--- config.mk ---
export PLATFORM = sky130hd
export DESIGN_NAME = tsu_q_rgs_n
export DESIGN_NICKNAME = d
export VERILOG_FILES = /design/src/rtl/tsu_q_rgs_n.sv
export SDC_FILE = /design/constraint.sdc
export NUM_CORES = 1
export LEC_CHECK = 0
export BUFFER_PORTS_ARGS = -buffer_cell sky130_fd_sc_hd__buf_2
export CELL_PAD_IN_SITES_DETAIL_PLACEMENT = 0
export CELL_PAD_IN_SITES_GLOBAL_PLACEMENT = 1
export CORE_ASPECT_RATIO = 0.6
export CORE_MARGIN = 1
export CORE_UTILIZATION = 30
export CTS_BUF_LIST = sky130_fd_sc_hd__clkbuf_4 sky130_fd_sc_hd__clkbuf_8 sky130_fd_sc_hd__clkbuf_16
export DETAILED_ROUTE_END_ITERATION = 12
export PLACE_DENSITY = 0.6
export SYNTH_ARGS = -nofsm -noshare
export SYNTH_HDL_FRONTEND = slang
export SYNTH_SLANG_ARGS = --single-unit
export TNS_END_PERCENT = 30
--- constraint.sdc ---
create_clock -name clk -period 2.42 [get_ports clk]
set_input_delay 0.363 -clock clk [delete_from_list [all_inputs] [get_ports clk]]
set_output_delay 0.363 -clock clk [all_outputs]
set_load 0.1 [all_outputs]
--- src/rtl/tsu_q_rgs_n.sv ---
// Register front-end for NUM_CH timestamp queues; each channel pops its head entry into a shadow.
// Optional: define TSU_Q_AUTO_POP_EN so a bus read of the last DATA word requests the next pop.
module tsu_q_rgs_n #(
  parameter int unsigned NUM_CH  = 2,
  parameter int unsigned Q_WORDS = 4,
  parameter int unsigned RD_LAT  = 2
) (
  input  logic                         clk,
  input  logic                         rst,
  input  logic                         wr_in,
  input  logic                         rd_in,
  input  logic [7:0]                   addr_in,
  input  logic [31:0]                  data_in,
  output logic [31:0]                  data_out,
  output logic [NUM_CH-1:0]            q_rst_out,
  output logic [NUM_CH-1:0]            q_rd_en_out,
  input  logic [NUM_CH-1:0]            q_empty_in,
  input  logic [8*NUM_CH-1:0]          q_stat_in,
  input  logic [32*Q_WORDS*NUM_CH-1:0] q_data_in,
  output logic                         irq_out
);
  localparam int unsigned EntryW = 32 * Q_WORDS;

  typedef enum logic [1:0] {StIdle, StPop, StWait, StCapt} state_e;

  logic [2:0]        a_ch, a_reg;
  logic [NUM_CH-1:0] busy, irq_en;
  logic [31:0]       ch_rdata [NUM_CH];
  logic [31:0]       rdata;
  logic              unused_bits;

  assign a_ch        = addr_in[7:5];
  assign a_reg       = addr_in[4:2];
  assign unused_bits = ^{addr_in[1:0], data_in[31:3]};

  for (genvar c = 0; c < NUM_CH; c++) begin : g_ch
    state_e            state_q;
    logic [2:0]        cnt_q;
    logic              ok_q, err_q, ovr_q, irq_en_q;
    logic              rd_req_q, rst_req_q, rd_en_q, q_rst_q;
    logic [EntryW-1:0] shadow_q;
    logic              sel, wr_ctrl, rd_stat, auto_pop;
    logic [31:0]       rdata_c;

    assign sel     = (a_ch == 3'(c));
    assign wr_ctrl = wr_in & sel & (a_reg == 3'd0);
    assign rd_stat = rd_in & sel & (a_reg == 3'd1);
`ifdef TSU_Q_AUTO_POP_EN
    assign auto_pop = rd_in & sel & (a_reg == 3'(3 + Q_WORDS)) & ok_q;
`else
    assign auto_pop = 1'b0;
`endif

    // Write-1 actions are registered first, then acted on by the FSM one edge later.
    always_ff @(posedge clk or negedge rst) begin
      if (!rst) begin
        rd_req_q  <= 1'b0;
        rst_req_q <= 1'b0;
        irq_en_q  <= 1'b0;
      end else begin
        rd_req_q  <= (wr_ctrl & data_in[0]) | auto_pop;
        rst_req_q <= wr_ctrl & data_in[1];
        if (wr_ctrl) irq_en_q <= data_in[2];
      end
    end

    always_ff @(posedge clk or negedge rst) begin
      if (!rst) begin
        state_q  <= StIdle;
        cnt_q    <= 3'd0;
        ok_q     <= 1'b0;
        err_q    <= 1'b0;
        ovr_q    <= 1'b0;
        rd_en_q  <= 1'b0;
        q_rst_q  <= 1'b0;
        shadow_q <= '0;
      end else begin
        rd_en_q <= 1'b0;
        q_rst_q <= 1'b0;
        if (rd_stat) begin
          err_q <= 1'b0;
          ovr_q <= 1'b0;
        end
        if (rst_req_q) begin
          // Queue reset overrides any pending or in-flight pop.
          state_q  <= StIdle;
          cnt_q    <= 3'd0;
          ok_q     <= 1'b0;
          shadow_q <= '0;
          q_rst_q  <= 1'b1;
        end else begin
          if (rd_req_q && state_q != StIdle) ovr_q <= 1'b1;
          case (state_q)
            StIdle: begin
              if (rd_req_q) begin
                ok_q <= 1'b0;
                if (q_empty_in[c]) begin
                  err_q <= 1'b1;
                end else begin
                  state_q <= StPop;
                  rd_en_q <= 1'b1;
                end
              end
            end
            StPop: begin
              if (RD_LAT > 1) begin
                state_q <= StWait;
                cnt_q   <= 3'(RD_LAT - 2);
              end else begin
                state_q <= StCapt;
              end
            end
            StWait: begin
              if (cnt_q == 3'd0) state_q <= StCapt;
              else cnt_q <= cnt_q - 3'd1;
            end
            StCapt: begin
              shadow_q <= q_data_in[c*EntryW +: EntryW];
              ok_q     <= 1'b1;
              state_q  <= StIdle;
            end
            default: state_q <= StIdle;
          endcase
        end
      end
    end

    always_comb begin
      rdata_c = '0;
      if (sel) begin
        if (a_reg == 3'd0) begin
          rdata_c = {29'd0, irq_en_q, busy[c], ok_q};
        end else if (a_reg == 3'd1) begin
          rdata_c = {22'd0, err_q, ovr_q, q_stat_in[c*8 +: 8]};
        end else begin
          // Word 0 is the most significant word of the entry.
          for (int w = 0; w < Q_WORDS; w++) begin
            if (a_reg == 3'(4 + w)) rdata_c = shadow_q[(Q_WORDS-1-w)*32 +: 32];
          end
        end
      end
    end

    assign busy[c]        = (state_q != StIdle);
    assign irq_en[c]      = irq_en_q;
    assign q_rd_en_out[c] = rd_en_q;
    assign q_rst_out[c]   = q_rst_q;
    assign ch_rdata[c]    = rdata_c;
  end

  always_comb begin
    rdata = '0;
    for (int c = 0; c < NUM_CH; c++) rdata = rdata | ch_rdata[c];
  end

  always_ff @(posedge clk or negedge rst) begin
    if (!rst) begin
      data_out <= 32'd0;
      irq_out  <= 1'b0;
    end else begin
      if (rd_in) data_out <= rdata;
      irq_out <= |(irq_en & ~q_empty_in & ~busy);
    end
  end

endmodule

## After elaboration in Yosys (flattened, before gate mapping)

Cells that the tools add are included.

| operators by class | value |
|---|---|
| multipliers | 0 |
| $add $sub $neg | 2 |
| order comparisons | 0 |
| bitwise logic cells | 17 |
| muxes and demuxes | 66 |
| eq/ne operators | 20 |
| reductions and logical operators | 23 |
| shift operators | 0 |
| div/mod/pow operators | 0 |

Operators with widths:

| operator | number |
|---|---|
| $mux W128 | 4 |
| $mux W32 | 14 |
| $or A32 B32 Y32 | 1 |
| $mux W1 | 30 |
| $ne A3 B3 Y1 const B | 8 |
| $mux W2 | 8 |
| $pmux W2 S4 | 2 |
| $and A1 B1 Y1 | 12 |
| $eq A3 B3 Y1 const B | 4 |
| $logic_not A3 Y1 | 4 |
| $mux W3 | 4 |
| $pmux W3 S2 | 2 |
| $reduce_bool A3 Y1 | 4 |
| $eq A2 B2 Y1 const B | 4 |
| $reduce_and A2 Y1 | 4 |
| $reduce_bool A2 Y1 | 4 |
| $eq A3 B1 Y1 const B | 2 |
| $reduce_and A3 Y1 | 2 |
| $sub A3 B1 Y3 const B | 2 |
| $and A2 B2 Y2 | 2 |
| $eq A2 B1 Y1 const B | 2 |
| $logic_not A2 Y1 | 2 |
| $not A2 Y2 | 2 |
| $pmux W1 S2 | 2 |
| other kinds (2) | 3 |

| word-level totals | value |
|---|---|
| memories | 0 |
| input port bits | 318 |
| output and inout bits | 37 |
| bits in read-only memories | 0 |
| bits in writable memories | 0 |
| bits in latches | 0 |
| bits in registers | 315 |

## Logic depth before layout (Yosys ltp)

Gate-level depths: netlist (run 1).

| depth | value |
|---|---|
| depth in word-level cells | 9 |
| gate-level depth with buffers | 8 |

## Worst setup path after synthesis (run 1)

OpenSTA, ideal clock, no wires.

| timing path | value |
|---|---|
| path type | in2reg |
| from | input addr_in[4] |
| to | register data_out[19] |
| arrival | 1.519 ns |
| required time | 2.297 ns |
| stages | 6 |
| library setup time | 0.123 ns |
| path slack | 0.778 ns |
| path through | nor3b_2 > and3_1 > buf_2 > buf_6 > a221o_1 > a32o_1 |

| between the ends | value |
|---|---|
| word-level cells in the longest chain between the ends | 9 |
| elaborated cells between the ends (all ways) | 21 |

Ends and longest elaborated chain:

| item | RTL line | source |
|---|---|---|
| from (decl) | 12 | `input logic [7:0] addr_in,` |
| $eq A3 B3 Y1 | 138 | `if (a_reg == 3'(4 + w)) rdata_c = shadow_q[(Q_WORDS-1-w)*32 +: 32];` |
| $mux W32 (4 in series) | 138 |  |
| $mux W32 | 133 | `end else if (a_reg == 3'd1) begin` |
| $mux W32 | 131 | `if (a_reg == 3'd0) begin` |
| $mux W32 | 130 | `if (sel) begin` |
| $or A32 B32 Y32 * | 153 | `for (int c = 0; c < NUM_CH; c++) rdata = rdata \| ch_rdata[c];` |
| to (signal assigned) | 161 | `if (rd_in) data_out <= rdata;` |
| to (decl) | 14 | `output logic [31:0] data_out,` |

Every way passes the cells marked *; elsewhere a longest branch is shown, timed or not.
A chain may end at the register's enable or synchronous reset.

## Worst setup path after layout (run 1)

| timing path | value |
|---|---|
| from | register data_out[17] |
| to | output data_out[17] |

No word-level cell between the ends.

==> impl_metrics.ini, run 1 <==
[power_and_ir_drop]
clkPwrFrac_pct = 26.3
p_sw_uw = 7930
pwr-share-comb_pct = 32.7
vdd_drop_max_v = 0.000476
p_seq_share_pct = 41.0
powerDensity_nw_per_um2 = 1180
swShare_pct = 35.4
leakagePower_uw = 0.00869
internal-power_uw = 14500

[detailed_routing]
wl_per_cell_um = 23.1
remaining_drc_errors = 0
totalWireLength_mm = 54.7
first_pass_iters = 5
drt-initial-drc-count = 747
ant_nets = 0
vias = 11900
viasPerCell = 5.04

[layout]
nets = 2010
syn_to_final_growth_pct = 26.6
fill_cells = 4914
drive_above_1_share_pct = 28.3
final_cell_mix = buf_2 (322), dfrtp_1 (313), nor2_1 (290)
layout_commonest_cell = buf_2
design_area_um2 = 19000

[clocking]
cts_sinks = 315
htree_num_levels = 2
cts.clk_slew.worst_paths_ns = 0.07
cts_tree = done
cts-buffers-inserted = 36
clock_tree.root_cell = clkbuf_16
clock_latency_ns = 0.54
clockBufferDepth = 3
postCtsSetupBuffers = 0

[sta]
rsz0062_at_grt = false
fin_crit_sh_pct = 78.5
finalSetupViolations = 0
min_period_ns = 1.90
max_freq_ghz = 0.526
fin_tns_setup_ns = 0
worst_slew_pin_slew_ns = 1.40
fin_worst_skew_ns = 0.0246
maxSlewViolCount = 0
hold_violations = 0
relSlewSlack_pct = 6.65

[floorplanning]
coreArea_um2 = 49300
fp.dieW_um = 290
start_util_pct = 30.4
boundaryPins = 355
die_area_um2 = 50900
die_h_um = 175
std_cell_rows = 63

[global_routing]
antenna_found_initial = 12
grt.total_usage_pct = 21.4
grt_pass1_wl_mm = 81.4
overflow = 0
grt_pass1_vias = 12200
grt_max_degree = 99

[placed_design]
placed_area_um2 = 17700
dp.final_hpwl_mm = 39.0
port-buffer-count = 323
gp_congestion = 0.806

[critical_path]
crit_buf_inv = 1
endpoint_kind = output pin
critical_path_arrival_ns = 1.54
worstPathRequired_ns = 2.06
path_cells = buf_2
worst_path_max_delay_cell = dfrtp_1
max_stage_delay_ns = 0.50
path_class = reg2out
crit_fanout = 2
critical_path.startpoint = data_out[17]
critPathTopFamily = flip-flops
r2r_start = g_ch[0].state_q[0]
worst_setup_path_start_kind = flop

[run_status]
outcome = finished, final reports clean

[synthesis]
avgSynthCellArea_um2 = 11.0
synth_edf_count = 0
synthDistinctLibCells = 53
synth_area_um2 = 15000
seq_area_frac_synth_pct = 52.6
syn_inst = 1361
ys.flop_type = dfrtp_1
yosys_warnings = 0
yosys_register_bits = 315
syn_nets = 1692
synth_async_sr_flop_share_pct = 100

[min_path]
hold_class = in2reg
min_from = q_data_in[183]

[job]
cap_violations = 0
-- cell usage after synthesis, drive strengths merged, types with 2 or more instances --
cell type	number	area [um2]
nand3b	2	15.0
nor2b	6	37.5
or3b	2	17.5
a221o	13	130
ha	13	163
nor3b	5	42.5
a211oi	5	37.5
nor3	3	20.0
a21o	2	15.0
and2	2	12.5
nor2	293	1110
o21ai	26	130
nand3	11	60.1
a21oi	43	215
o32ai	12	105
nand2b	10	62.6
nand2	33	126
a32o	15	150
mux2i	284	2840
a22oi	29	218
clkbuf	43	161
a221oi	41	359
mux4	6	135
o22ai	15	93.8
buf	63	352
inv	26	97.6
a31oi	6	37.5
dfrtp	315	7880
and3	4	25.0
mux2	20	225
a211o	3	26.3
-- worst paths after layout --
kind,cells after the start,endpoint,slack (ns)
setup / recovery,1,data_out[17],0.52
hold / removal,3,g_ch[1].shadow_q[55],0.07
setup reg to reg,4,g_ch[0].shadow_q[79],0.72
hold reg to reg,2,data_out[4],0.48
max in group asynchronous,3,data_out[22],1.25
min in group asynchronous,2,g_ch[1].cnt_q[2],0.34
-- power by group through the flow --
stage / Combinational [uW] / Clock (uW) / Sequential (uW)
2_1_floorplan: 5060 / 0 / 9000
3_3_place_gp: 7190 / 0 / 9240
3_5_place_dp: 7370 / 0 / 9230
4_1_cts: 7410 / 6050 / 9160
5_1_grt: 8130 / 6280 / 9460
6_report: 7330 / 5900 / 9180
-- through the flow --
step	setup slack (ns)	instances	utilization, %	power (uW)	hold WS [ns]
3_5_place_dp	0.162	2290	35.8	16600	0.301
3_3_place_gp	0.153	2290	35.8	16400	0.300
4_1_cts	0.523	2356	38.4	22600	0.0508
5_1_grt	0.507	2361	38.4	23900	0.0666
2_1_floorplan	0.778	1361	-	14100	0.0674
6_report	0.521	2363	38.4	22400	0.0681
-- routing by layer --
layer	global-route usage (%)	routed length, um	vias to the layer above
met3	4.24	3120	59
met2	29.8	22600	355
met4	4.08	881	4
met1	33.8	28100	6013
met5	0	23	-
li1	-	-	5488
-- sequential cells by signal, indices dropped and copies added (netlist names), 2 cells and up --
register        flops
data_out           32
g_ch.cnt_q          6
g_ch.err_q          2
g_ch.irq_en_q       2
g_ch.ok_q           2
g_ch.ovr_q          2
g_ch.q_rst_q        2
g_ch.rd_en_q        2
g_ch.rd_req_q       2
g_ch.rst_req_q      2
g_ch.shadow_q     256
g_ch.state_q        4
-- cell type report --
| cell class | count | area [um2] | share of cell area [%] |
|---|---|---|---|
| Timing Repair Buffer | 386 | 2340 | 12.3 |
| Antenna cell | 7 | 17.5 | 0.0924 |
| Clock buffer | 51 | 1110 | 5.86 |
| Inverter | 27 | 101 | 0.534 |
| Clock inverter | 14 | 164 | 0.864 |
| Sequential cell | 315 | 7890 | 41.6 |
| Multi-Input combinational cell | 913 | 6530 | 34.4 |
| Tap cell | 650 | 813 | 4.29 |
-- repair_timing --
item	4_1_cts	5_1_grt
resized for setup	0	0
hold buffers	1	0
hold endpoints to repair	38	0
-- cells by family (layout without fill, tap and decap cells) --
kind of cell / Yosys count / count (layout) / share of synthesized area (%)
buffers and inverters: 133 / 478 / 4.10
muxes: 310 / 310 / 21.4
adders and majority gates: 13 / 13 / 1.09
xor gates and xnor gates: 1 / 1 / 0.0585
other: 0 / 7 / 0
and+or+nand+nor: 374 / 374 / 10.3
DFF: 315 / 315 / 52.6
AOI/OAI and AO/OA: 215 / 215 / 10.4
Power figures use the tool's default switching activity.
==> inputs of run 2 (changes only) <==
==> constraint.sdc (replaced) <==
create_clock -name clk -period 1.8 [get_ports clk]
set_input_delay 0.27 -clock clk [delete_from_list [all_inputs] [get_ports clk]]
set_output_delay 0.27 -clock clk [all_outputs]
set_load 0.1 [all_outputs]
==> impl_metrics.ini, run 2 (synthesized netlist as in run 1, its figures left out) <==
[layout]
final_util_pct = 43.5
syn_to_final_growth_pct = 43.3
top_regs = g_ch.shadow_q x256, data_out x32, g_ch.cnt_q x6
final_cell_mix = buf_2 (322), dfrtp_1 (313), nor2_1 (290)
layout_commonest_cell = buf_2
multi_input_area_um2 = 6560
final-seq-area_um2 = 7890
fill_cells = 4803
nets = 2257
largest_reg_flops = 256
regMostFlops = g_ch.shadow_q
drive_above_1_share_pct = 27.5

[floorplanning]
die_area_um2 = 50900
std_cell_rows = 63
start_util_pct = 30.4
die_h_um = 175
fp.dieW_um = 290
boundaryPins = 355
coreArea_um2 = 49300

[detailed_routing]
wl_per_cell_um = 21.8
totalWireLength_mm = 56.9
ant_nets = 0
viasPerCell = 4.90
drt-initial-drc-count = 808
vias = 12700
first_pass_iters = 5
remaining_drc_errors = 0

[global_routing]
grt_pass1_wl_mm = 85.0
grt_pass1_vias = 13200
busiest_layer = met1
grtUsageMet3_pct = 4.17
grt.total_usage_pct = 22.3
overflow = 0
use_met1_pct = 34.8
use_met2_pct = 32.0
grt_max_degree = 96
antenna_found_initial = 6

[run_status]
outcome = finished, violations left
violations = setup timing

[sta]
finalSetupViolations = 1
hold_violations = 0
fin_worst_skew_ns = 0.0127
relSlewSlack_pct = 54.0
fin_crit_sh_pct = 100
fin_tns_setup_ns = -0.00721
layout_setup_ws_ns = -0.00721
max_freq_ghz = 0.553
min_period_ns = 1.81
rsz0062_at_grt = false
maxSlewViolCount = 0
worst_slew_pin_slew_ns = 0.690

[critical_path]
crit_fanout = 8
worst_path_max_delay_cell = a221oi_1
path_cells = buf_2 > nor3b_2 > buf_4 > buf_12 > a221oi_1 > a21oi_1 > a32o_1
critical_path.startpoint = addr_in[5]
r2r_end = data_out[20]
max_stage_delay_ns = 0.63
critPathCapture = data_out[20]
critical_path_cell_count = 7
endpoint_kind = flop
reg2reg_depth = 3
r2r_start = g_ch[0].shadow_q[20]
rrSetupSlack_ns = 0.08
path_class = in2reg
critPathTopFamily = compound AO/OA/AOI/OAI gates
worstPathRequired_ns = 2.22
crit_buf_inv = 3
worst_setup_path_start_kind = primary input
critical_path_arrival_ns = 2.22

[placed_design]
dp.final_hpwl_mm = 40.3
place_ws_ns = -0.532
gp_congestion = 0.843
port-buffer-count = 323

[clocking]
clockBufferDepth = 3
clock_tree.root_cell = clkbuf_16
cts.clk_slew.worst_paths_ns = 0.06
cts-buffers-inserted = 36
htree_num_levels = 2
clock_latency_ns = 0.53
cts_sinks = 315
cts_tree = done

[min_path]
hold_class = in2reg

[power_and_ir_drop]
vdd_drop_max_v = 0.000634
clkPwrFrac_pct = 25.2
powerDensity_nw_per_um2 = 1430
leakagePower_uw = 0.00982
swShare_pct = 35.0
internal-power_uw = 19900
pwr-share-comb_pct = 34.7
p_seq_share_pct = 40.2
p_sw_uw = 10700

[job]
cap_violations = 0
[run 2: cell types whose count changed in the layout (fill, tap and decap cells not counted), moves of 4 or more]
| cell | delta |
|---|---|
| a221oi_1 | -5 |
| dlygate4sd3_1 | +197 |
| buf_4 | +36 |
| clkbuf_8 | -4 |
| buf_12 | +14 |
| a221oi_2 | +5 |
[run 2: cell type report]
type	instances	share of cell area, %
clock buffers	48	4.87
repair buffers	633	22.7
multi-input cells	913	30.6
diodes	4	0.0466
clock inverters	14	0.805
flip-flops and latches	315	36.8
well taps	650	3.79
inverters	27	0.472
[run 2: what timing repair did]
item / CTS / global route
hold buffers: 198 / 0
resized for setup: 1 / 5
setup buffers: 0 / 0
endpoints found under the hold margin: 512 / 0
setup endpoints to repair: 1 / 5
[run 2: how the worst min path moves through the flow]
stage,from,endpoint,slack (ns),cells after the start
floorplan,rst,data_out[0],-0.03,0
global route,q_data_in[12],g_ch[0].shadow_q[12],0.002,3
detailed placement,rst,g_ch[0].shadow_q[0],0.10,1
finish,q_data_in[45],g_ch[0].shadow_q[45],0.01,3
CTS,q_data_in[217],g_ch[1].shadow_q[89],0.00005,3
global placement,rst,g_ch[0].shadow_q[0],0.11,1
[run 2: routing by layer]
layer,wire (um),vias up
li1,-,5967
met1,29100,6369
met2,23600,352
met3,3390,55
met4,810,4
met5,23,-
[run 2: power groups by stage]
stage | Clock (uW) | Combinational [uW] | Sequential (uW)
floorplan | 0 | 6800 | 12100
global placement | 0 | 10100 | 12400
detailed placement | 0 | 10300 | 12400
CTS | 7920 | 10700 | 12300
global route | 8200 | 11700 | 12600
finish | 7710 | 10600 | 12300
[run 2: worst reg2reg max path, delay by kind of cell, from the launching register on]
family | cells | cell delay, ns
compound gates | 3 | 1.22
flops | 1 | 0.39
[run 2: metrics by stage]
step	instance area [um2]	hold WS, ns	cells	total power (uW)
global route	21500	0.00211	2602	32600
global placement	18200	0.107	2340	22400
CTS	21400	0.0000526	2600	30900
floorplan	15000	-0.0256	1361	18900
finish	21500	0.00977	2604	30600
detailed placement	18200	0.104	2340	22700
